===== src/rtl/vga_timing_pkg.sv =====
// Shared VGA timing defaults and the stream-lock state type.
package vga_timing_pkg;
  localparam int HD = 640;
  localparam int HF = 16;
  localparam int HB = 48;
  localparam int HR = 96;
  localparam int VD = 480;
  localparam int VF = 10;
  localparam int VB = 33;
  localparam int VR = 2;
  localparam int H_TOTAL = HD + HF + HB + HR;
  localparam int V_TOTAL = VD + VF + VB + VR;

  typedef enum logic {WAIT = 1'b0, RUN = 1'b1} sync_state_t;
endpackage


===== src/rtl/vga_timing_counter.sv =====
// Free-running h/v raster counters with combinational display, sync and frame-origin decodes.
module vga_timing_counter #(
  parameter int HD = vga_timing_pkg::HD,
  parameter int HF = vga_timing_pkg::HF,
  parameter int HB = vga_timing_pkg::HB,
  parameter int HR = vga_timing_pkg::HR,
  parameter int VD = vga_timing_pkg::VD,
  parameter int VF = vga_timing_pkg::VF,
  parameter int VB = vga_timing_pkg::VB,
  parameter int VR = vga_timing_pkg::VR,
  parameter int HW = $clog2(HD + HF + HB + HR),
  parameter int VW = $clog2(VD + VF + VB + VR)
) (
  input  logic          clk,
  input  logic          reset,
  output logic [HW-1:0] h_cnt,
  output logic [VW-1:0] v_cnt,
  output logic          video_on,
  output logic          hsync_n,
  output logic          vsync_n,
  output logic          frame_origin
);
  import vga_timing_pkg::*;

  localparam int H_LAST = HD + HF + HB + HR - 1;
  localparam int V_LAST = VD + VF + VB + VR - 1;

  logic [HW-1:0] h_cnt_q, h_cnt_d;
  logic [VW-1:0] v_cnt_q, v_cnt_d;
  logic          h_wrap;

  // v_cnt advances (or wraps) on the same edge that h_cnt wraps
  always_comb begin
    h_wrap  = (h_cnt_q == HW'(H_LAST));
    h_cnt_d = h_wrap ? '0 : h_cnt_q + 1'b1;
    v_cnt_d = v_cnt_q;
    if (h_wrap) begin
      v_cnt_d = (v_cnt_q == VW'(V_LAST)) ? '0 : v_cnt_q + 1'b1;
    end
  end

  always_ff @(posedge clk) begin
    if (reset) begin
      h_cnt_q <= '0;
      v_cnt_q <= '0;
    end else begin
      h_cnt_q <= h_cnt_d;
      v_cnt_q <= v_cnt_d;
    end
  end

  assign h_cnt        = h_cnt_q;
  assign v_cnt        = v_cnt_q;
  assign video_on     = (h_cnt_q < HW'(HD)) && (v_cnt_q < VW'(VD));
  assign hsync_n      = !((h_cnt_q >= HW'(HD + HF)) && (h_cnt_q <= HW'(HD + HF + HR - 1)));
  assign vsync_n      = !((v_cnt_q >= VW'(VD + VF)) && (v_cnt_q <= VW'(VD + VF + VR - 1)));
  assign frame_origin = (h_cnt_q == '0) && (v_cnt_q == '0);
endmodule


===== src/rtl/vga_stream_sync.sv =====
// Locks a {start, color} pixel stream to VGA raster timing and drives registered DAC outputs.
module vga_stream_sync #(
  parameter int CD = 12,
  parameter int HD = vga_timing_pkg::HD,
  parameter int HF = vga_timing_pkg::HF,
  parameter int HB = vga_timing_pkg::HB,
  parameter int HR = vga_timing_pkg::HR,
  parameter int VD = vga_timing_pkg::VD,
  parameter int VF = vga_timing_pkg::VF,
  parameter int VB = vga_timing_pkg::VB,
  parameter int VR = vga_timing_pkg::VR
) (
  input  logic          clk,
  input  logic          reset,
  input  logic [CD:0]   si_data,
  input  logic          si_valid,
  output logic          si_ready,
  output logic          hsync,
  output logic          vsync,
  output logic [CD-1:0] rgb,
  output logic          locked,
  output logic          underflow
);
  import vga_timing_pkg::*;

  localparam int HW = $clog2(HD + HF + HB + HR);
  localparam int VW = $clog2(VD + VF + VB + VR);

  logic [HW-1:0] h_cnt;
  logic [VW-1:0] v_cnt;
  logic          video_on, hsync_n, vsync_n, frame_origin;
  logic          cnt_unused;

  sync_state_t   state_q, state_d;
  logic          hsync_q, hsync_d, vsync_q, vsync_d;
  logic          underflow_q, underflow_d;
  logic [CD-1:0] rgb_q, rgb_d;
  logic          sof;
  logic [CD-1:0] color;

  assign sof   = si_data[CD];
  assign color = si_data[CD-1:0];

  vga_timing_counter #(
    .HD(HD), .HF(HF), .HB(HB), .HR(HR),
    .VD(VD), .VF(VF), .VB(VB), .VR(VR),
    .HW(HW), .VW(VW)
  ) u_timing (
    .clk          (clk),
    .reset        (reset),
    .h_cnt        (h_cnt),
    .v_cnt        (v_cnt),
    .video_on     (video_on),
    .hsync_n      (hsync_n),
    .vsync_n      (vsync_n),
    .frame_origin (frame_origin)
  );

  // Raw counters are exposed by the timing block as debug taps only.
  assign cnt_unused = ^{h_cnt, v_cnt};

  always_comb begin
    state_d     = state_q;
    si_ready    = 1'b0;
    rgb_d       = '0;
    underflow_d = underflow_q;
    hsync_d     = hsync_n;
    vsync_d     = vsync_n;
    case (state_q)
      WAIT: begin
        // The start word is popped on the lock cycle so stream pixel 0 lands on (0,0).
        if (frame_origin && si_valid && sof) begin
          state_d  = RUN;
          si_ready = 1'b1;
          rgb_d    = color;
        end else begin
          si_ready = si_valid && !sof;
        end
      end
      RUN: begin
        si_ready = video_on && si_valid;
        if (video_on) begin
          if (!si_valid) begin
            underflow_d = 1'b1;
          end else if (sof != frame_origin) begin
            state_d = WAIT;
          end else begin
            rgb_d = color;
          end
        end
      end
      default: state_d = WAIT;
    endcase
    if (reset) begin
      si_ready = 1'b0;
    end
  end

  always_ff @(posedge clk) begin
    if (reset) begin
      state_q     <= WAIT;
      hsync_q     <= 1'b1;
      vsync_q     <= 1'b1;
      rgb_q       <= '0;
      underflow_q <= 1'b0;
    end else begin
      state_q     <= state_d;
      hsync_q     <= hsync_d;
      vsync_q     <= vsync_d;
      rgb_q       <= rgb_d;
      underflow_q <= underflow_d;
    end
  end

  assign hsync     = hsync_q;
  assign vsync     = vsync_q;
  assign rgb       = rgb_q;
  assign locked    = (state_q == RUN);
  assign underflow = underflow_q;
endmodule


===== config.mk =====
export PLATFORM = sky130hd
export DESIGN_NAME = vga_stream_sync
export DESIGN_NICKNAME = d
export VERILOG_FILES = /design/src/rtl/vga_timing_pkg.sv /design/src/rtl/vga_timing_counter.sv /design/src/rtl/vga_stream_sync.sv
export SDC_FILE = /design/constraint.sdc
export NUM_CORES = 1
export LEC_CHECK = 0
export ABC_AREA = 1
export CAP_MARGIN = 10
export CORE_MARGIN = 4
export CORE_UTILIZATION = 51
export CTS_CLUSTER_DIAMETER = 60
export CTS_CLUSTER_SIZE = 16
export DETAILED_ROUTE_END_ITERATION = 10
export PLACE_DENSITY_LB_ADDON = 0.25
export SYNTH_ARGS = -nofsm -noshare
export SYNTH_HDL_FRONTEND = slang
export SYNTH_HIERARCHICAL = 1
export SYNTH_SLANG_ARGS = --single-unit

===== constraint.sdc =====
create_clock -name clk -period 2.4 [get_ports clk]
set_clock_uncertainty 0.2 [all_clocks]
set_input_delay 0.36 -clock clk [delete_from_list [all_inputs] [get_ports clk]]
set_output_delay 0.36 -clock clk [all_outputs]
set_load 0.02 [all_outputs]

Word-level counts from Yosys, hierarchy flattened
Index checks and enable logic that the tools add are counted.
- register bits after elaboration: 36
- latch bits: 0
- memory bits (writable): 0
- memory bits (read-only): 0
- bits of input ports: 16
- output and inout bits: 17
- logic and storage cells: 49
- memories: 0
- add/subtract/negate cells: 2
- $mul: 0
- div/mod/pow operators: 0
- $lt $le $gt $ge: 6
- equal/unequal tests: 3
- shift-type cells: 0
- multiplexer cells: 14
- bitwise gates (word level): 2
- reductions and logical operators: 15
- operator list (cell ; count):
    12-bit 2-to-1 mux ; 4
    12-bit case mux with 2 select lines ; 1
    10-bit by 1-bit adder with 10-bit output, second input constant ; 2
    10-bit equality test, second input constant ; 2
    10-bit zero test ; 2
    10-bit >= comparator, second input constant ; 1
    10-bit by 9-bit >= comparator with 1-bit output, second input constant ; 1
    10-bit less-or-equal comparator, second input constant ; 1
    10-bit by 9-bit less-or-equal comparator with 1-bit output, second input constant ; 1
    10-bit less-than comparator, second input constant ; 1
    10-bit by 9-bit less-than comparator with 1-bit output, second input constant ; 1
    10-bit 2-to-1 mux ; 1
    1-bit logical AND ; 8
    1-bit 2-to-1 mux ; 6
    1-bit case mux with 2 select lines ; 2
    1-bit zero test ; 3
    3-bit AND reduction ; 1
    1-bit NOT ; 2
    2-bit OR reduction ; 1
    1-bit inequality test ; 1

Longest topological paths before layout
Gate-level depths: netlist (run 1).
- depth after elaboration: 7
- gate-level depth with buffers: 14
- mapped depth without buffers: 13

Hierarchy
Netlist (run 1), hierarchy kept.
- by module, submodules not included (module ; instances ; cells an instance ; area each (um^2) ; sequential area each (um^2)):
    vga_timing_counter ; 1 ; 187 ; 1231.2 ; 400.4
    vga_stream_sync ; 1 ; 65 ; 570.5 ; 320.3

Least setup slack after synthesis (run 1)
No wires, ideal clock.
- path kind: reg-to-output
- from: register u_timing.v_cnt_q[0] (netlist: u_timing/v_cnt[0])
- to: output si_ready
- data arrival time: 1.603 ns
- required time: 1.840 ns
- setup slack: 0.237 ns
- stages on the path, launching flop included: 9
- path buffers: 0
- cell sequence: dfxtp_1 -> inv_1 -> ha_1 -> nand4_1 -> nor2_1 -> nand2_1 -> nor3_1 -> nor3_1 -> nor3_1
- word-level cells in the longest chain between the ends: 7
- elaborated cells on any way between the ends: 10
- those cells by class: 1 x order compare; 3 x mux; 6 x reduce/logical
- ends and longest elaborated chain (element ; RTL line ; RTL):
    start, declared ; vga_timing_counter.sv:29 ; logic [VW-1:0] v_cnt_q, v_cnt_d;
    start signal, assigned ; vga_timing_counter.sv:48 ; v_cnt_q <= v_cnt_d;
    10-bit zero test ; vga_timing_counter.sv:57 ; assign frame_origin = (h_cnt_q == '0) && (v_cnt_q == '0);
    1-bit logical AND ; vga_timing_counter.sv:57 ;
    net frame_origin ; vga_stream_sync.sv:31 ; logic video_on, hsync_n, vsync_n, frame_origin;
    1-bit logical AND (2 in a row) ; vga_stream_sync.sv:72 ; if (frame_origin && si_valid && sof) begin
    1-bit 2-to-1 mux ; vga_stream_sync.sv:72 ;
    1-bit case mux with 2 select lines ; vga_stream_sync.sv:69 ; case (state_q)
    1-bit 2-to-1 mux ; vga_stream_sync.sv:94 ; if (reset) begin
    end, declared ; vga_stream_sync.sv:17 ; output logic si_ready,
The timed path passes the listed nets, and every way through them passes these cells.

Worst setup path after layout (run 1)
- from: register u_timing.v_cnt_q[7] (netlist: u_timing/v_cnt[7])
- to: output si_ready
- elaborated cells on any way between the ends: 10
- those cells by class: 1 x order compare; 3 x mux; 6 x reduce/logical
- RTL lines (element ; RTL line ; RTL):
    10-bit by 9-bit less-than comparator with 1-bit output ; vga_timing_counter.sv:54 ; assign video_on = (h_cnt_q < HW'(HD)) && (v_cnt_q < VW'(VD));
    1-bit logical AND ; vga_timing_counter.sv:54 ;
    net video_on ; vga_stream_sync.sv:31 ;
    1-bit logical AND ; vga_stream_sync.sv:81 ; si_ready = video_on && si_valid;
    1-bit case mux with 2 select lines ; vga_stream_sync.sv:69 ;
    1-bit 2-to-1 mux ; vga_stream_sync.sv:94 ;
The timed path passes the listed nets, and every way through them passes these cells.

==> results of run 1 <==
## cells in the mapped netlist, types with 4 or more instances
| library cell | number |
|---|---|
| inv_1 | 45 |
| nand4_1 | 9 |
| dfxtp_1 | 36 |
| ha_1 | 4 |
| nand3_1 | 18 |
| nand2_1 | 49 |
| xor2_1 | 4 |
| nor2_2 | 13 |
| nor3_1 | 8 |
| a21oi_1 | 7 |
| nand2_2 | 4 |
| nor2_4 | 4 |
| nor2_1 | 33 |
## final cells by class
class	count	area [um2]	area share (%)
Sequential cell	36	721	29.7
Timing Repair Buffer	56	498	20.5
Clock inverter	3	42.5	1.76
Inverter	47	176	7.28
Tap cell	46	57.6	2.37
Multi-Input combinational cell	167	891	36.8
Clock buffer	5	37.5	1.55
## metal layers
layer	share of wire, %	up-vias
met4	1.4	0
met5	0	-
met2	51	36
met3	4.7	5
met1	43	810
li1	-	903
## through the flow
step	TNS (ns)	util [%]	area [um2]
final	0	72.1	2420
after global placement	-0.0236	69.4	2330
after floorplan	0	-	1800
after CTS	0	71.8	2410
after global routing	-0.0475	72.1	2420
after detailed placement	-0.0532	69.4	2330
## power by group through the flow
stage	combinational, W	sequential, W	clock (W)
floorplan	0.0000538	0.000638	0
global placement	0.000125	0.000627	0
detailed placement	0.000128	0.000628	0
CTS	0.000128	0.000614	0.000438
global route	0.000144	0.000616	0.000463
finish	0.000129	0.000614	0.000424
## registers in the layout (all words and copies together), names as in the netlist
name,cells
locked,1
u_timing/v_cnt,10
hsync,1
underflow,1
u_timing/h_cnt,10
vsync,1
rgb,12
## worst max-delay path by stage
stage	startpoint	endpoint	slack [ns]	cells past startpoint
floorplan	u_timing/v_cnt[0]	si_ready	0.24	8
global placement	u_timing/v_cnt[0]	si_ready	-0.02	9
detailed placement	u_timing/v_cnt[0]	si_ready	-0.05	9
CTS	u_timing/v_cnt[0]	si_ready	0.09	9
global route	u_timing/v_cnt[1]	si_ready	-0.05	9
finish	u_timing/v_cnt[7]	si_ready	0.08	6
## kinds of logic after synthesis
kind of cell / share of synthesized area [%]
buf+inv: 11.2
flops: 40.0
fa+ha+maj: 2.78
xor+xnor: 1.94
compound gates: 4.17
simple gates: 39.9
## worst max-delay path: cells and delay by family, from the launching register on
kind | cells | cell delay, ns
compound gates | 1 | 0.15
buf+inv | 1 | 0.17
flops | 1 | 0.37
simple gates | 4 | 0.74
## repair_timing
item	CTS	global route
setup endpoints to repair	1	1
gates resized for setup	6	2
cloned	0	0
==> flow_summary_export.csv, run 1 <==
group,metric,value,unit
worst_hold_path,whs_path_depth,1,
synth,synth_seq_cells,36,
critical_path,rr_startpoint,"u_timing/v_cnt[0]",
synth,yosysUniqueCellTypes,25,
critical_path,r2r_slack,0.33,ns
detailed_routing,first_pass_iters,5,
grt,grt_use_total,20.6,%
timing,timing.slew.headroom,72.7,%
synth,synth_edf_count,0,
grt,grt_pass1_wl,7.04,mm
power_and_ir_drop,p_leak,1.10,nW
outcome,status,"finished clean",
floorplan,die_h,67.4,um
grt,grtUsageMet3,5.16,%
job,max_cap_violations,0,
synth,syn-instance-count,252,
critical_path,r2r_end,"rgb[7]",
detailed_routing,via_count,1754,
timing,period_needed,2.32,ns
critical_path,worst_r2r_path_depth,14,
cts,cts_setup_buffers,0,
power_and_ir_drop,pwr-share-seq,52.6,%
detailed_routing,ant_nets,0,
synth,syn_area_per_cell,7.15,um2
critical_path,critPathKind,"flip-flop to primary output",
critical_path,start_kind,"flip-flop",
critical_path,endpoint_kind,"primary output",
final_layout,finish.net_count,333,
critical_path,crit_path_top_delay_cell,"dfxtp_1",
synth,ys_seq_area_share,40.0,%
critical_path,crit_arrival,1.76,ns
synth,synth.top_cell.area_share,40.0,%
cts,cts_tree,"yes",
power_and_ir_drop,vdd_drop_max,0.379,mV
power_and_ir_drop,p_comb_share,11.1,%
cts,clock-sinks,36,
place,dp.cells,352,
final_layout,nFillCells,296,
grt,grt_pass1_vias,1696,
synth,async_reset_ff_share,0,%
synth,syn_area,1800,um2
detailed_routing,viasPerCell,4.87,
critical_path,cp_max_fo,5,
cts,cts_made_buffers,5,
worst_hold_path,hold_end,"underflow",
power_and_ir_drop,power.share.clock,36.3,%
place,hpwl,3.33,mm
grt,grt_overflow,0,
power_and_ir_drop,p_sw_share,23.6,%
cts,clock-root-buffer,"clkbuf_4",
synth,synthesis.nets,272,
final_layout,layout_commonest_cell,"nand2_1",
timing,worst_hold_slack,0.281,ns
power_and_ir_drop,power.total,0.00117,W
power_and_ir_drop,internal-power,0.000891,W
floorplan,fp-row-count,21,
timing,hold_viol,0,
cts,clk_pin_slew,0.11,ns
timing,maxSlewViolCount,0,
timing,rsz0062_at_grt,"true",
worst_hold_path,hp-start,"underflow",
cts,cts_buffer_depth,2,
place,gp_congestion,0.931,
cts,holdBufCountCts,0,
final_layout,final_cell_mix,"nand2_1 (49), inv_1 (45), dfxtp_1 (36), nor2_1 (33), clkdlybuf4s50_1 (31)",
final_layout,syn2layout_area_growth,34.5,%
critical_path,cpPeakStageDelay,0.37,ns
synth,synthTopCellsByArea,"dfxtp_1 (40%), nand2_1 (10%), inv_1 (9.4%), nor2_1 (6.9%), nand3_1 (5.0%)",
grt,grt_max_degree,13,
timing,fin_ws,0.0768,ns
detailed_routing,drc,0,
floorplan,core-area,3360,um2
worst_hold_path,min_path_type,"flip-flop to flip-flop",
timing,fmax,430,MHz
critical_path,path_cells,"nand4_1 -> nor2_1 -> nor4_1 -> o21ai_0 -> nor3_1 -> buf_4",
place,place.port_buffers,32,
grt,use_met2,36.7,%
power_and_ir_drop,pwr_density_cell,482,nW/um2
cts,clk_latency,0.34,ns
floorplan,die_area,4550,um2
detailed_routing,dr.first_iter.drc_count,117,
grt,global_route.usage.met1,23.1,%
final_layout,layout-drive-gt1-share,19.7,%
timing,tightest_slew,0.406,ns
grt,top_usage_layer,"met2",
final_layout,layout.cells.non_filler,360,
floorplan,dieWidth,67.4,um
synth,synth_flop_cell,"dfxtp_1",
synth,yosys_warnings,6,
cts,ctsHtreeMaxLevel,2,
detailed_routing,wl_per_cell,11.7,um
grt,antenna_found_initial,0,
critical_path,cp_data_required_time,1.84,ns
synth,yosysTopAreaCell,"dfxtp_1",
detailed_routing,wirelength,4.21,mm
power_and_ir_drop,power.switching,0.000276,W
place,dp_slack,-0.0532,ns
final_layout,num_antenna_cells,0,
floorplan,io_pins,33,
floorplan,initial_core_util,53.6,%
timing,finalCritPeriodShare,96.8,%
timing,setup_violations,0,
No activity file was read; power rests on OpenSTA's default activity.
==> inputs of run 2 (changes only) <==
--- a/config.mk
+++ b/config.mk
@@ -6,9 +6,10 @@
 export NUM_CORES = 1
 export LEC_CHECK = 0
 export ABC_AREA = 1
+export ABC_CLOCK_PERIOD_IN_PS = 2400
 export CAP_MARGIN = 10
 export CORE_MARGIN = 4
-export CORE_UTILIZATION = 51
+export CORE_UTILIZATION = 38
 export CTS_CLUSTER_DIAMETER = 60
 export CTS_CLUSTER_SIZE = 16
 export DETAILED_ROUTE_END_ITERATION = 10
==> run 2 against run 1 <==
Net effect: via count decreased by 2.0%; flip-flop and latch count unchanged; combinational power about the same; sequential power about the same; critical path type unchanged; largest power group unchanged; worst hold slack got worse by 0.017 ns; first-iteration DRC count decreased by 49%; power increased by 9.3%; design area increased by 2.9%.
==> flow_summary_export.csv, run 2 (synthesized netlist as in run 1, its figures left out) <==
group,metric,value,unit
grt,use_met2,26.5,%
floorplan,dieWidth,76.9,um
cts,holdBufCountCts,0,
floorplan,die_h,76.9,um
final_layout,largest_reg_flops,12,
critical_path,rr_startpoint,"u_timing/v_cnt[0]",
floorplan,core-area,4470,um2
critical_path,critPathKind,"flip-flop to primary output",
power_and_ir_drop,p_leak,1.13,nW
critical_path,start_kind,"flip-flop",
cts,clock-root-buffer,"clkbuf_8",
detailed_routing,wirelength,4.20,mm
grt,grt_pass1_vias,1665,
grt,grtUsageMet3,4.57,%
floorplan,die_area,5910,um2
timing,maxSlewViolCount,0,
place,dp.cells,363,
timing,setup_violations,0,
detailed_routing,wl_per_cell,11.3,um
timing,hold_viol,0,
final_layout,syn2layout_area_growth,38.4,%
final_layout,layout.cells.non_filler,371,
floorplan,io_pins,33,
critical_path,r2r_end,"rgb[11]",
critical_path,cp_data_required_time,1.84,ns
detailed_routing,ant_nets,0,
power_and_ir_drop,power.total,0.00128,W
grt,grt_max_degree,13,
place,hpwl,3.30,mm
job,max_cap_violations,0,
place,placed_area,2380,um2
final_layout,num_antenna_cells,0,
final_layout,finish.net_count,338,
place,place.port_buffers,32,
grt,grt_pass1_wl,7.25,mm
timing,tightest_slew,0.406,ns
power_and_ir_drop,pwr_density_cell,512,nW/um2
floorplan,initial_core_util,40.3,%
final_layout,layout-drive-gt1-share,21.3,%
detailed_routing,viasPerCell,4.63,
final_layout,layout_commonest_cell,"nand2_1",
cts,clock-sinks,36,
detailed_routing,via_count,1719,
critical_path,cp_max_fo,5,
timing,finalCritPeriodShare,94.3,%
critical_path,worst_r2r_path_depth,14,
power_and_ir_drop,vdd_drop_max,0.326,mV
critical_path,crit_arrival,1.70,ns
final_layout,post-route-util,55.7,%
place,gp_congestion,0.889,
cts,ctsHtreeMaxLevel,2,
cts,cts_tree,"yes",
critical_path,r2r_slack,0.33,ns
grt,grt_overflow,0,
timing,worst_hold_slack,0.264,ns
critical_path,startpoint,"u_timing/v_cnt[7]",
timing,timing.slew.headroom,72.8,%
cts,cts_made_buffers,5,
cts,ctsResizeCount,5,
cts,clk_pin_slew,0.08,ns
timing,rsz0062_at_grt,"true",
grt,antenna_found_initial,0,
cts,cts_buffer_depth,2,
floorplan,fp-row-count,24,
final_layout,final_cell_mix,"nand2_1 (49), inv_1 (45), dfxtp_1 (36), nor2_1 (33), clkdlybuf4s50_1 (31)",
cts,clk_latency,0.29,ns
grt,top_usage_layer,"met2",
detailed_routing,drc,0,
timing,fmax,442,MHz
cts,cts_setup_buffers,0,
critical_path,critPathCapture,"si_ready",
outcome,status,"finished clean",
worst_hold_path,min_path_type,"flip-flop to flip-flop",
final_layout,stdcell_area,2490,um2
grt,grt_use_total,15.1,%
timing,period_needed,2.26,ns
critical_path,endpoint_kind,"primary output",
detailed_routing,dr.first_iter.drc_count,60,
detailed_routing,first_pass_iters,4,
grt,global_route.usage.met1,17.9,%
[run 2: how the worst min path moves through the flow]
stage                    from   endpoint  slack (ns)  depth (start not counted)
global route        underflow  underflow        0.29                          1
finish              underflow  underflow        0.26                          1
global placement    underflow  underflow        0.25                          1
CTS                 underflow  underflow        0.27                          1
detailed placement  underflow  underflow        0.25                          1
floorplan               reset     locked        0.23                          1
[run 2: worst max-delay path, cell delays in order (launching register included)]
cell     delay, ns
dfxtp_1       0.36
nand4_1       0.17
nor2_1        0.08
nor4_1        0.20
buf_4         0.17
o21ai_0       0.08
nor3_1        0.17
buf_2         0.20
[run 2: metal layers]
metal  part of all wire (%)  vias to the layer above  wire (um)
met5                      0                        -          0
met4                   0.14                        0          6
met3                    4.9                        2        205
met2                     49                       40       2070
met1                     46                      762       1920
li1                       -                      915          -
[run 2: through the flow]
stage / TNS, ns / setup WS (ns)
after floorplan: 0 / 0.237
after detailed placement: -0.0852 / -0.0852
after global placement: -0.0469 / -0.0469
after CTS: 0 / 0.00161
after global routing: -0.0155 / -0.0155
final: 0 / 0.137
[run 2: final cells by class]
class	count	area, um2
Clock buffer	5	68.8
Fill cell	429	1980
Inverter	47	176
Sequential cell	36	721
Timing Repair Buffer	61	533
Tap cell	52	65.1
Clock inverter	3	42.5
Multi-Input combinational cell	167	887
[run 2: report_power, final]
group,internal (W),switching [W],total [W]
clock network,0.000307,0.000228,0.000536
registers,0.000608,0.00000492,0.000613
logic,0.0000639,0.0000625,0.000126
total,0.000980,0.000296,0.00128
==> inputs of run 3 (changes only) <==
--- a/config.mk
+++ b/config.mk
@@ -13,7 +13,9 @@
 export CTS_CLUSTER_DIAMETER = 60
 export CTS_CLUSTER_SIZE = 16
 export DETAILED_ROUTE_END_ITERATION = 10
+export GPL_TIMING_DRIVEN = 0
 export PLACE_DENSITY_LB_ADDON = 0.25
+export REMOVE_ABC_BUFFERS = 1
 export SYNTH_ARGS = -nofsm -noshare
 export SYNTH_HDL_FRONTEND = slang
 export SYNTH_HIERARCHICAL = 1
==> run 3 against run 2 <==
Net effect: die area unchanged; fmax down 1.8%; clock power down 21%; design area down 7.6%; count of clock-buffer cells in the layout unchanged; sequential share of layout area up 2.4 points; register-to-register slack worse by 0.09 ns; largest cell class unchanged; highest routed layer unchanged.
==> flow_summary_export.csv, run 3 (synthesized netlist as in run 1, its figures left out) <==
group,metric,value,unit
cts,ctsHtreeMaxLevel,2,
critical_path,critPathKind,"flip-flop to primary output",
timing,fin_tns_setup,0,ns
timing,setup_violations,0,
timing,tightest_slew,0.372,ns
detailed_routing,routedLengthMet1,1.84,mm
cts,clock-root-buffer,"clkbuf_8",
grt,grt_pass1_vias,1574,
detailed_routing,top_layer_used,"met4",
critical_path,cp_max_fo,5,
floorplan,dieWidth,76.9,um
final_layout,largest_reg_flops,12,
timing,rsz0062_at_grt,"true",
cts,clock-sinks,36,
timing,timing.slew.headroom,75.1,%
timing,finalCritPeriodShare,96.0,%
floorplan,die_h,76.9,um
grt,grt_max_degree,13,
detailed_routing,first_pass_iters,6,
detailed_routing,met3WireLength,224,um
floorplan,initial_core_util,40.3,%
final_layout,layout-drive-gt1-share,15.8,%
timing,worst_hold_slack,0.269,ns
timing,hold_viol,0,
detailed_routing,wl_met2,1.79,mm
final_layout,regArea,722,um2
floorplan,fp-row-count,24,
timing,fin_ws,0.0958,ns
power_and_ir_drop,p_leak,1.00,nW
timing,maxSlewViolCount,0,
timing,fmax,434,MHz
final_layout,stdcell_area,2300,um2
cts,clk_pin_slew,0.07,ns
power_and_ir_drop,pwr_density_cell,503,nW/um2
place,hpwl,2.95,mm
floorplan,core-area,4470,um2
final_layout,layout_commonest_cell,"nand2_1",
floorplan,io_pins,33,
critical_path,crit_arrival,1.74,ns
place,gp_congestion,0.883,
final_layout,nFillCells,444,
grt,antenna_found_initial,0,
detailed_routing,viasPerCell,4.63,
place,dp_slack,-0.377,ns
grt,grt_use_total,14.4,%
final_layout,syn2layout_area_growth,27.9,%
timing,period_needed,2.30,ns
detailed_routing,ant_nets,0,
critical_path,cp_data_required_time,1.84,ns
detailed_routing,dr.first_iter.drc_count,85,
power_and_ir_drop,power.total,0.00116,W
critical_path,start_kind,"flip-flop",
place,placed_area,2160,um2
outcome,status,"finished clean",
place,place.port_buffers,32,
detailed_routing,via_count,1593,
cts,holdBufCountCts,0,
final_layout,num_antenna_cells,0,
final_layout,finish.net_count,311,
cts,cts_made_buffers,5,
grt,grt_overflow,0,
cts,cts_buffer_depth,2,
detailed_routing,drc,0,
floorplan,die_area,5910,um2
detailed_routing,wl_per_cell,11.5,um
final_layout,final_cell_mix,"nand2_1 (49), inv_1 (43), dfxtp_1 (35), nor2_1 (33), clkdlybuf4s50_1 (31)",
grt,grt_pass1_wl,6.88,mm
power_and_ir_drop,vdd_drop_max,0.315,mV
cts,cts_tree,"yes",
detailed_routing,wirelength,3.95,mm
cts,clk_latency,0.29,ns
worst_hold_path,min_path_type,"flip-flop to flip-flop",
job,max_cap_violations,0,
critical_path,endpoint_kind,"primary output",
final_layout,multiInputGateArea,923,um2
==> run 3: path summary, 6_finish.rpt <==
path	from	to	slack, ns	cells past startpoint
setup / recovery	u_timing/v_cnt[1]	si_ready	0.1	9
hold / removal	u_timing/h_cnt[0]	u_timing/h_cnt[0]	0.27	1
setup reg to reg	u_timing/v_cnt[1]	rgb[7]	0.24	14
hold reg to reg	u_timing/h_cnt[0]	u_timing/h_cnt[0]	0.27	1
==> run 3: repair_timing <==
action	CTS	global route
buffers inserted	1	1
resized for setup	13	2
pin swaps	1	1
setup endpoints to repair	3	4
==> run 3: cell type report <==
| class | count | area share [%] |
|---|---|---|
| Timing Repair Buffer | 34 | 14.3 |
| Sequential cell | 36 | 31.3 |
| Tap cell | 52 | 2.82 |
| Multi-Input combinational cell | 167 | 40.1 |
| Clock buffer | 5 | 2.99 |
| Inverter | 47 | 7.65 |
| Clock inverter | 3 | 0.814 |
==> run 3: metal layers <==
layer  up-vias  track usage (%)
li1        858                -
met1       692             17.3
met2        31             23.4
met3        12             4.68
met4         0             6.34
met5         -                0
==> run 3: per-stage QoR <==
stage | cells | util, %
floorplan | 250 | -
global placement | 334 | 48.3
detailed placement | 334 | 48.3
CTS | 343 | 51.0
global route | 344 | 51.5
finish | 344 | 51.5
==> run 3: where the power goes <==
| part | internal (W) | leakage [nW] | total, W | switching (W) |
|---|---|---|---|---|
| Sequential | 0.000608 | 0.292 | 0.000615 | 0.00000656 |
| Combinational | 0.0000574 | 0.664 | 0.000118 | 0.0000608 |
| Clock | 0.000202 | 0.0479 | 0.000426 | 0.000224 |
| Total | 0.000868 | 1.00 | 0.00116 | 0.000291 |
==> run 3: worst max-delay path, stage by stage, from the launching register on <==
cell and delay (ns):
dfxtp_2 0.36, inv_2 0.08, ha_4 0.14, nand4_1 0.12, nor2_1 0.11, nand2_1 0.10, nor3_4 0.16, nor3_1 0.08
nor3_1 0.12, buf_2 0.19
